[config.mk]
export PLATFORM = sky130hd
export DESIGN_NAME = button_debounce_reader
export DESIGN_NICKNAME = d
export VERILOG_FILES = /design/src/rtl/button_pkg.sv /design/src/rtl/button_channel.sv /design/src/rtl/button_debounce_reader.sv
export SDC_FILE = /design/constraint.sdc
export NUM_CORES = 1
export LEC_CHECK = 0
export ABC_AREA = 0
export CAP_MARGIN = 20
export CORE_MARGIN = 2
export CORE_UTILIZATION = 40
export CTS_CLUSTER_DIAMETER = 120
export DETAILED_ROUTE_END_ITERATION = 8
export DONT_BUFFER_PORTS = 1
export GPL_ROUTABILITY_DRIVEN = 0
export SYNTH_ARGS = -nofsm -noshare
export SYNTH_HDL_FRONTEND = slang
export SYNTH_HIERARCHICAL = 1
export SYNTH_SLANG_ARGS = --single-unit
export TNS_END_PERCENT = 20
[constraint.sdc]
create_clock -name iCLK -period 9.2 [get_ports iCLK]
set_input_delay 1.38 -clock iCLK [delete_from_list [all_inputs] [get_ports iCLK]]
set_output_delay 1.38 -clock iCLK [all_outputs]
set_load 0.01 [all_outputs]
[src/rtl/button_pkg.sv]
// Shared definitions for the pushbutton debounce reader: channel FSM encoding
// and default timing constants.
package button_pkg;

  typedef enum logic [1:0] {
    IDLE   = 2'd0,
    ARM_DN = 2'd1,
    DOWN   = 2'd2,
    ARM_UP = 2'd3
  } btn_state_t;

  localparam int DEF_N_BTN      = 4;
  localparam int DEF_TICK_DIV   = 19;
  localparam int DEF_DEB_TICKS  = 4;
  localparam int DEF_LONG_TICKS = 64;

endpackage

[src/rtl/button_channel.sv]
// One debounced button channel: IDLE/ARM_DN/DOWN/ARM_UP FSM with a debounce
// counter (ticks of stable level) and a hold counter (ticks spent pressed).
module button_channel
  import button_pkg::*;
#(
  parameter int DEB_TICKS  = DEF_DEB_TICKS,
  parameter int LONG_TICKS = DEF_LONG_TICKS
) (
  input  logic i_clk,
  input  logic i_rst,
  input  logic i_s,
  input  logic i_tick,
  output logic o_level,
  output logic o_press,
  output logic o_release,
  output logic o_long
);

  localparam int DW = $clog2(DEB_TICKS);
  localparam int HW = $clog2(LONG_TICKS + 1);
  localparam logic [DW-1:0] DCNT_LAST = DW'(DEB_TICKS - 1);
  localparam logic [HW-1:0] HCNT_MAX  = HW'(LONG_TICKS);

  btn_state_t    r_state, w_state_nx;
  logic [DW-1:0] r_dcnt, w_dcnt_nx;
  logic [HW-1:0] r_hcnt, w_hcnt_nx;
  logic          w_level_nx, w_press_nx, w_release_nx, w_long_nx;

  // Next-state and registered-output decode; a level mismatch always wins over a tick.
  always_comb begin
    w_state_nx   = r_state;
    w_dcnt_nx    = r_dcnt;
    w_hcnt_nx    = r_hcnt;
    w_level_nx   = o_level;
    w_press_nx   = 1'b0;
    w_release_nx = 1'b0;
    w_long_nx    = 1'b0;
    case (r_state)
      IDLE: begin
        if (i_s) begin
          w_state_nx = ARM_DN;
          w_dcnt_nx  = '0;
        end
      end
      ARM_DN: begin
        if (!i_s) begin
          w_state_nx = IDLE;
        end else if (i_tick) begin
          if (r_dcnt == DCNT_LAST) begin
            w_state_nx = DOWN;
            w_level_nx = 1'b1;
            w_press_nx = 1'b1;
            w_hcnt_nx  = '0;
          end else begin
            w_dcnt_nx = r_dcnt + DW'(1);
          end
        end
      end
      DOWN: begin
        if (!i_s) begin
          w_state_nx = ARM_UP;
          w_dcnt_nx  = '0;
        end else if (i_tick && (r_hcnt != HCNT_MAX)) begin
          // Saturation makes the LONG_TICKS crossing happen once per hold.
          w_hcnt_nx = r_hcnt + HW'(1);
          w_long_nx = (r_hcnt == HCNT_MAX - HW'(1));
        end
      end
      ARM_UP: begin
        // Bounce back to pressed keeps hcnt so a glitch cannot re-arm oLONG.
        if (i_s) begin
          w_state_nx = DOWN;
        end else if (i_tick) begin
          if (r_dcnt == DCNT_LAST) begin
            w_state_nx   = IDLE;
            w_level_nx   = 1'b0;
            w_release_nx = 1'b1;
          end else begin
            w_dcnt_nx = r_dcnt + DW'(1);
          end
        end
      end
      default: w_state_nx = IDLE;
    endcase
  end

  // State, counters and event outputs; reset clears pulses in the reset cycle.
  always_ff @(posedge i_clk) begin
    if (i_rst) begin
      r_state   <= IDLE;
      r_dcnt    <= '0;
      r_hcnt    <= '0;
      o_level   <= 1'b0;
      o_press   <= 1'b0;
      o_release <= 1'b0;
      o_long    <= 1'b0;
    end else begin
      r_state   <= w_state_nx;
      r_dcnt    <= w_dcnt_nx;
      r_hcnt    <= w_hcnt_nx;
      o_level   <= w_level_nx;
      o_press   <= w_press_nx;
      o_release <= w_release_nx;
      o_long    <= w_long_nx;
    end
  end

endmodule

[src/rtl/button_debounce_reader.sv]
// N-button reader: 2-FF synchroniser per pin, one shared sample prescaler,
// and an array of independent debounce channels.
module button_debounce_reader
  import button_pkg::*;
#(
  parameter int N_BTN      = DEF_N_BTN,
  parameter int TICK_DIV   = DEF_TICK_DIV,
  parameter int DEB_TICKS  = DEF_DEB_TICKS,
  parameter int LONG_TICKS = DEF_LONG_TICKS
) (
  input  logic             iCLK,
  input  logic             iRST,
  input  logic [N_BTN-1:0] iBTN,
  output logic [N_BTN-1:0] oLEVEL,
  output logic [N_BTN-1:0] oPRESS,
  output logic [N_BTN-1:0] oRELEASE,
  output logic [N_BTN-1:0] oLONG,
  output logic             oTICK
);

  logic [N_BTN-1:0]    r_sync1, r_sync2;
  logic [TICK_DIV-1:0] r_pre;
  logic                w_tick;

  // Tick on the all-ones count; the counter then wraps to zero on its own.
  assign w_tick = &r_pre;
  assign oTICK  = w_tick;

  // Pin synchroniser and free-running prescaler.
  always_ff @(posedge iCLK) begin
    if (iRST) begin
      r_sync1 <= '0;
      r_sync2 <= '0;
      r_pre   <= '0;
    end else begin
      r_sync1 <= iBTN;
      r_sync2 <= r_sync1;
      r_pre   <= r_pre + TICK_DIV'(1);
    end
  end

  for (genvar g = 0; g < N_BTN; g++) begin : g_ch
    button_channel #(
      .DEB_TICKS (DEB_TICKS),
      .LONG_TICKS(LONG_TICKS)
    ) u_ch (
      .i_clk    (iCLK),
      .i_rst    (iRST),
      .i_s      (r_sync2[g]),
      .i_tick   (w_tick),
      .o_level  (oLEVEL[g]),
      .o_press  (oPRESS[g]),
      .o_release(oRELEASE[g]),
      .o_long   (oLONG[g])
    );
  end

endmodule

==> flow_metrics.py <==
metrics = {
    "die": {
        "rows": 36,
        "core_sq_um": 9860,
        "floorplan.initialDensity_pct": 41.5,
        "die_area_sq_um": 11100,
        "chipHeight_um": 105,
        "die_w_um": 105,
        "io_pins": 23,
    },
    "route": {
        "drtIter0Drc": 123,
        "routed-wl-met3_um": 284,
        "met2_length_mm": 3.19,
        "wl_met1_mm": 3.57,
        "vias": 3051,
        "dr.pass1.iters": 4,
        "highest_layer": "met4",
        "drcViolationCount": 0,
        "wl_per_cell_um": 12.5,
        "ant_nets": 0,
        "via_per_inst": 5.33,
        "drt_wl_total_mm": 7.15,
    },
    "worst_setup_path": {
        "ff2ff_path_depth": 9,
        "reg2reg_to": "g_ch[3].u_ch/r_hcnt[2]",
        "crit_path_end_kind": "primary output",
        "cp.arrival_ps": 1850,
        "critical_path_class": "flop to primary output",
        "rrSetupSlack_ps": 6640,
        "cp-endpoint": "oTICK",
        "critPathMaxFanout": 24,
        "cp-startpoint": "r_pre[0]",
        "cp_data_required_time_ps": 7820,
        "timing.rr.start": "r_pre[0]",
        "start_kind": "flop",
    },
    "clock_tree": {
        "clkSlewWorstSetupHoldPaths_ps": 90,
        "ctsResizeCount": 0,
        "worstSkewPairLatency_ps": 340,
        "root_buffer": "clkbuf_8",
        "cts_tree": "yes",
        "post_cts_buffers": 0,
        "ctsHoldBuffers": 0,
        "cts_buffer_depth": 2,
        "htree_levels": 3,
        "cts_sinks": 87,
        "numCtsBuffers": 9,
    },
    "logic_synthesis": {
        "yosys_warnings": 6,
        "netlist_area_sq_um": 4090,
        "synthCells": 436,
        "synth_edf_count": 0,
        "avgSynthCellArea_sq_um": 9.38,
        "synth_cell_types": 55,
        "synth_fp_nets": 455,
        "synthArstFlopShare_pct": 0,
        "yosysSeqAreaShare_pct": 42.6,
        "yosys_register_bits": 87,
        "ys.flop_type": "dfxtp_1",
    },
    "cells_and_area": {
        "drive_gt1_share_pct": 10.0,
        "regMostFlops": "g_ch.u_ch/r_hcnt",
        "final_util_pct": 44.8,
        "area_growth_syn_to_layout_pct": 8.11,
        "fillers": 948,
        "n_antenna_cell": 0,
        "multi_input_area_sq_um": 2220,
        "reg_top3": "g_ch.u_ch/r_hcnt (28), r_pre (19), g_ch.u_ch/r_dcnt (8)",
        "regArea_sq_um": 1740,
        "nets": 453,
        "largest_reg_flops": 28,
    },
    "global_routing": {
        "grt_max_degree": 77,
        "grt_pass1_vias": 2640,
        "antenna_found_initial": 0,
        "grt-ovfl-total": 0,
        "grtUsageTotal_pct": 13.3,
        "grt_pass1_wl_mm": 12.2,
    },
    "place": {
        "place_hpwl_mm": 5.00,
        "io_buffer_count": 0,
    },
    "flow_run": {
        "maxCapViolations": 0,
    },
    "timing": {
        "relSlewSlack_pct": 60.2,
        "finalCriticalPeriod_ps": 3230,
        "fin_skew_ps": 9.90,
        "tns_ps": 0,
        "period_share_pct": 35.1,
        "fmax_mhz": 310,
        "setup_violations": 0,
        "hold_viol": 0,
        "worstMarginPinSlew_ps": 596,
        "slew_viol_final": 0,
        "rsz0062_at_grt": "false",
    },
    "run_status": {
        "outcome": "completed",
    },
    "power": {
        "p_leak_uw": 0.00166,
        "vdd_drop_max_v": 0.0000882,
        "powerDensity_nw_per_um2": 158,
    },
    "hold_path": {
        "hold_class": "flop to flop",
    },
}
[worst min path at each step]
| stage | startpoint | end | depth (start not counted) |
|---|---|---|---|
| after detailed placement | r_sync1[0] | r_sync2[0] | 1 |
| final | r_sync1[0] | r_sync2[0] | 1 |
| after floorplan | r_sync1[0] | r_sync2[0] | 1 |
| after global placement | r_sync1[0] | r_sync2[0] | 1 |
| after global routing | r_sync1[0] | r_sync2[0] | 1 |
| after CTS | r_sync1[0] | r_sync2[0] | 1 |
[area by class of cell]
class                           count  area share [%]
Tap cell                          133            3.76
Multi-Input combinational cell    319            50.1
Sequential cell                    87            39.4
Clock inverter                      6            2.07
Timing Repair Buffer                1           0.170
Inverter                           16            1.36
Clock buffer                       10            3.11
[cell usage after synthesis (3+ instances only)]
| cell | n | area share (%) |
|---|---|---|
| buf_2 | 3 | 0.37 |
| nand3_1 | 24 | 2.9 |
| nor2b_1 | 18 | 2.8 |
| a31oi_1 | 6 | 0.92 |
| nor2_1 | 35 | 3.2 |
| nand2b_1 | 14 | 2.1 |
| and2_1 | 7 | 1.1 |
| a311oi_4 | 3 | 1.9 |
| or2_2 | 5 | 0.76 |
| nand4_1 | 8 | 1.2 |
| o21ai_0 | 11 | 1.3 |
| and3_1 | 4 | 0.61 |
| xnor2_1 | 11 | 2.4 |
| a211o_1 | 8 | 1.7 |
| nor3b_1 | 9 | 1.7 |
| nor3_1 | 9 | 1.1 |
| clkbuf_1 | 9 | 0.83 |
| xor2_1 | 4 | 0.86 |
| o211ai_1 | 4 | 0.73 |
| mux2_2 | 3 | 0.83 |
| dfxtp_1 | 87 | 43 |
| or3_1 | 5 | 0.76 |
| or2_4 | 3 | 0.64 |
| nor4_1 | 5 | 0.76 |
| mux2i_1 | 13 | 3.2 |
| a21oi_1 | 18 | 2.2 |
| ha_1 | 13 | 4.0 |
| nor4b_1 | 5 | 1.1 |
| nand2_1 | 24 | 2.2 |
| inv_1 | 16 | 1.5 |
| nand4b_1 | 3 | 0.64 |
| a311oi_1 | 4 | 0.86 |
| a21o_1 | 12 | 2.2 |
| or4b_1 | 3 | 0.73 |
| o31ai_1 | 6 | 1.1 |
[cells in the final DEF (no fill, tap or decap), types with 2 or more instances in the layout]
| master | netlist | final |
|---|---|---|
| nand4b_1 | 3 | 3 |
| bufinv_16 | 0 | 2 |
| a311oi_1 | 4 | 4 |
| or2_4 | 3 | 3 |
| xnor2_1 | 11 | 11 |
| nand4_1 | 8 | 8 |
| xor2_1 | 4 | 4 |
| or4b_1 | 3 | 3 |
| and4_1 | 2 | 2 |
| nor3_2 | 1 | 2 |
| dfxtp_1 | 87 | 87 |
| o21ai_1 | 2 | 2 |
| or3_1 | 5 | 5 |
| and3_1 | 4 | 4 |
| nor2b_1 | 18 | 18 |
| inv_1 | 16 | 16 |
| o21ai_0 | 11 | 11 |
| nand2b_1 | 14 | 14 |
| mux2i_1 | 13 | 13 |
| a31oi_1 | 6 | 6 |
| nor3_1 | 9 | 8 |
| and2_1 | 7 | 7 |
| clkinv_4 | 0 | 2 |
| and4_4 | 2 | 2 |
| o31ai_1 | 6 | 6 |
| a21o_1 | 12 | 12 |
| mux2_2 | 3 | 3 |
| nor3b_1 | 9 | 9 |
| nor2_1 | 35 | 35 |
| nand3_1 | 24 | 24 |
| a211o_1 | 8 | 8 |
| nor4b_1 | 5 | 5 |
| a21oi_1 | 18 | 18 |
| a311oi_4 | 3 | 3 |
| or2_2 | 5 | 5 |
| clkbuf_8 | 2 | 10 |
| nor4_1 | 5 | 5 |
| o211ai_1 | 4 | 4 |
| nand2_1 | 24 | 24 |
| ha_1 | 13 | 13 |
[power by group]
group          leakage [uW]  switching, uW  internal, uW  total, uW
Clock              0.000117            135           162        296
Combinational      0.000835           5.82          7.55       13.4
Sequential         0.000704           5.93           381        387
Total               0.00166            146           551        697
[per-layer routing]
| layer | vias up | track usage, % |
|---|---|---|
| met5 | - | 0 |
| met4 | 0 | 4.76 |
| met3 | 9 | 4.05 |
| met2 | 44 | 20.5 |
| met1 | 1425 | 17.6 |
| li1 | 1573 | - |
[stage by stage]
step	total power [uW]	std cells	setup WS (ps)	instance area (sq um)	hold slack, ps
floorplan	411	436	5500	4090	414
global placement	409	556	6380	4190	437
detailed placement	410	556	6330	4190	433
CTS	712	572	5930	4420	453
global route	727	572	5850	4420	463
finish	697	572	5970	4420	448
[logic make-up after synthesis]
logic type / synth area share (%)
compound gates: 14.6
xor+xnor: 3.21
fa+ha+maj: 3.98
buf+inv: 3.33
flops: 42.6
mux: 4.28
simple gates: 28.0
[critical path: stages (launching register included)]
cell     delay [ps]
dfxtp_1         380
ha_1            270
and4_4          260
nand4_4         140
nor3_2          170
buf_4           280
Power figures use the tool's default switching activity.
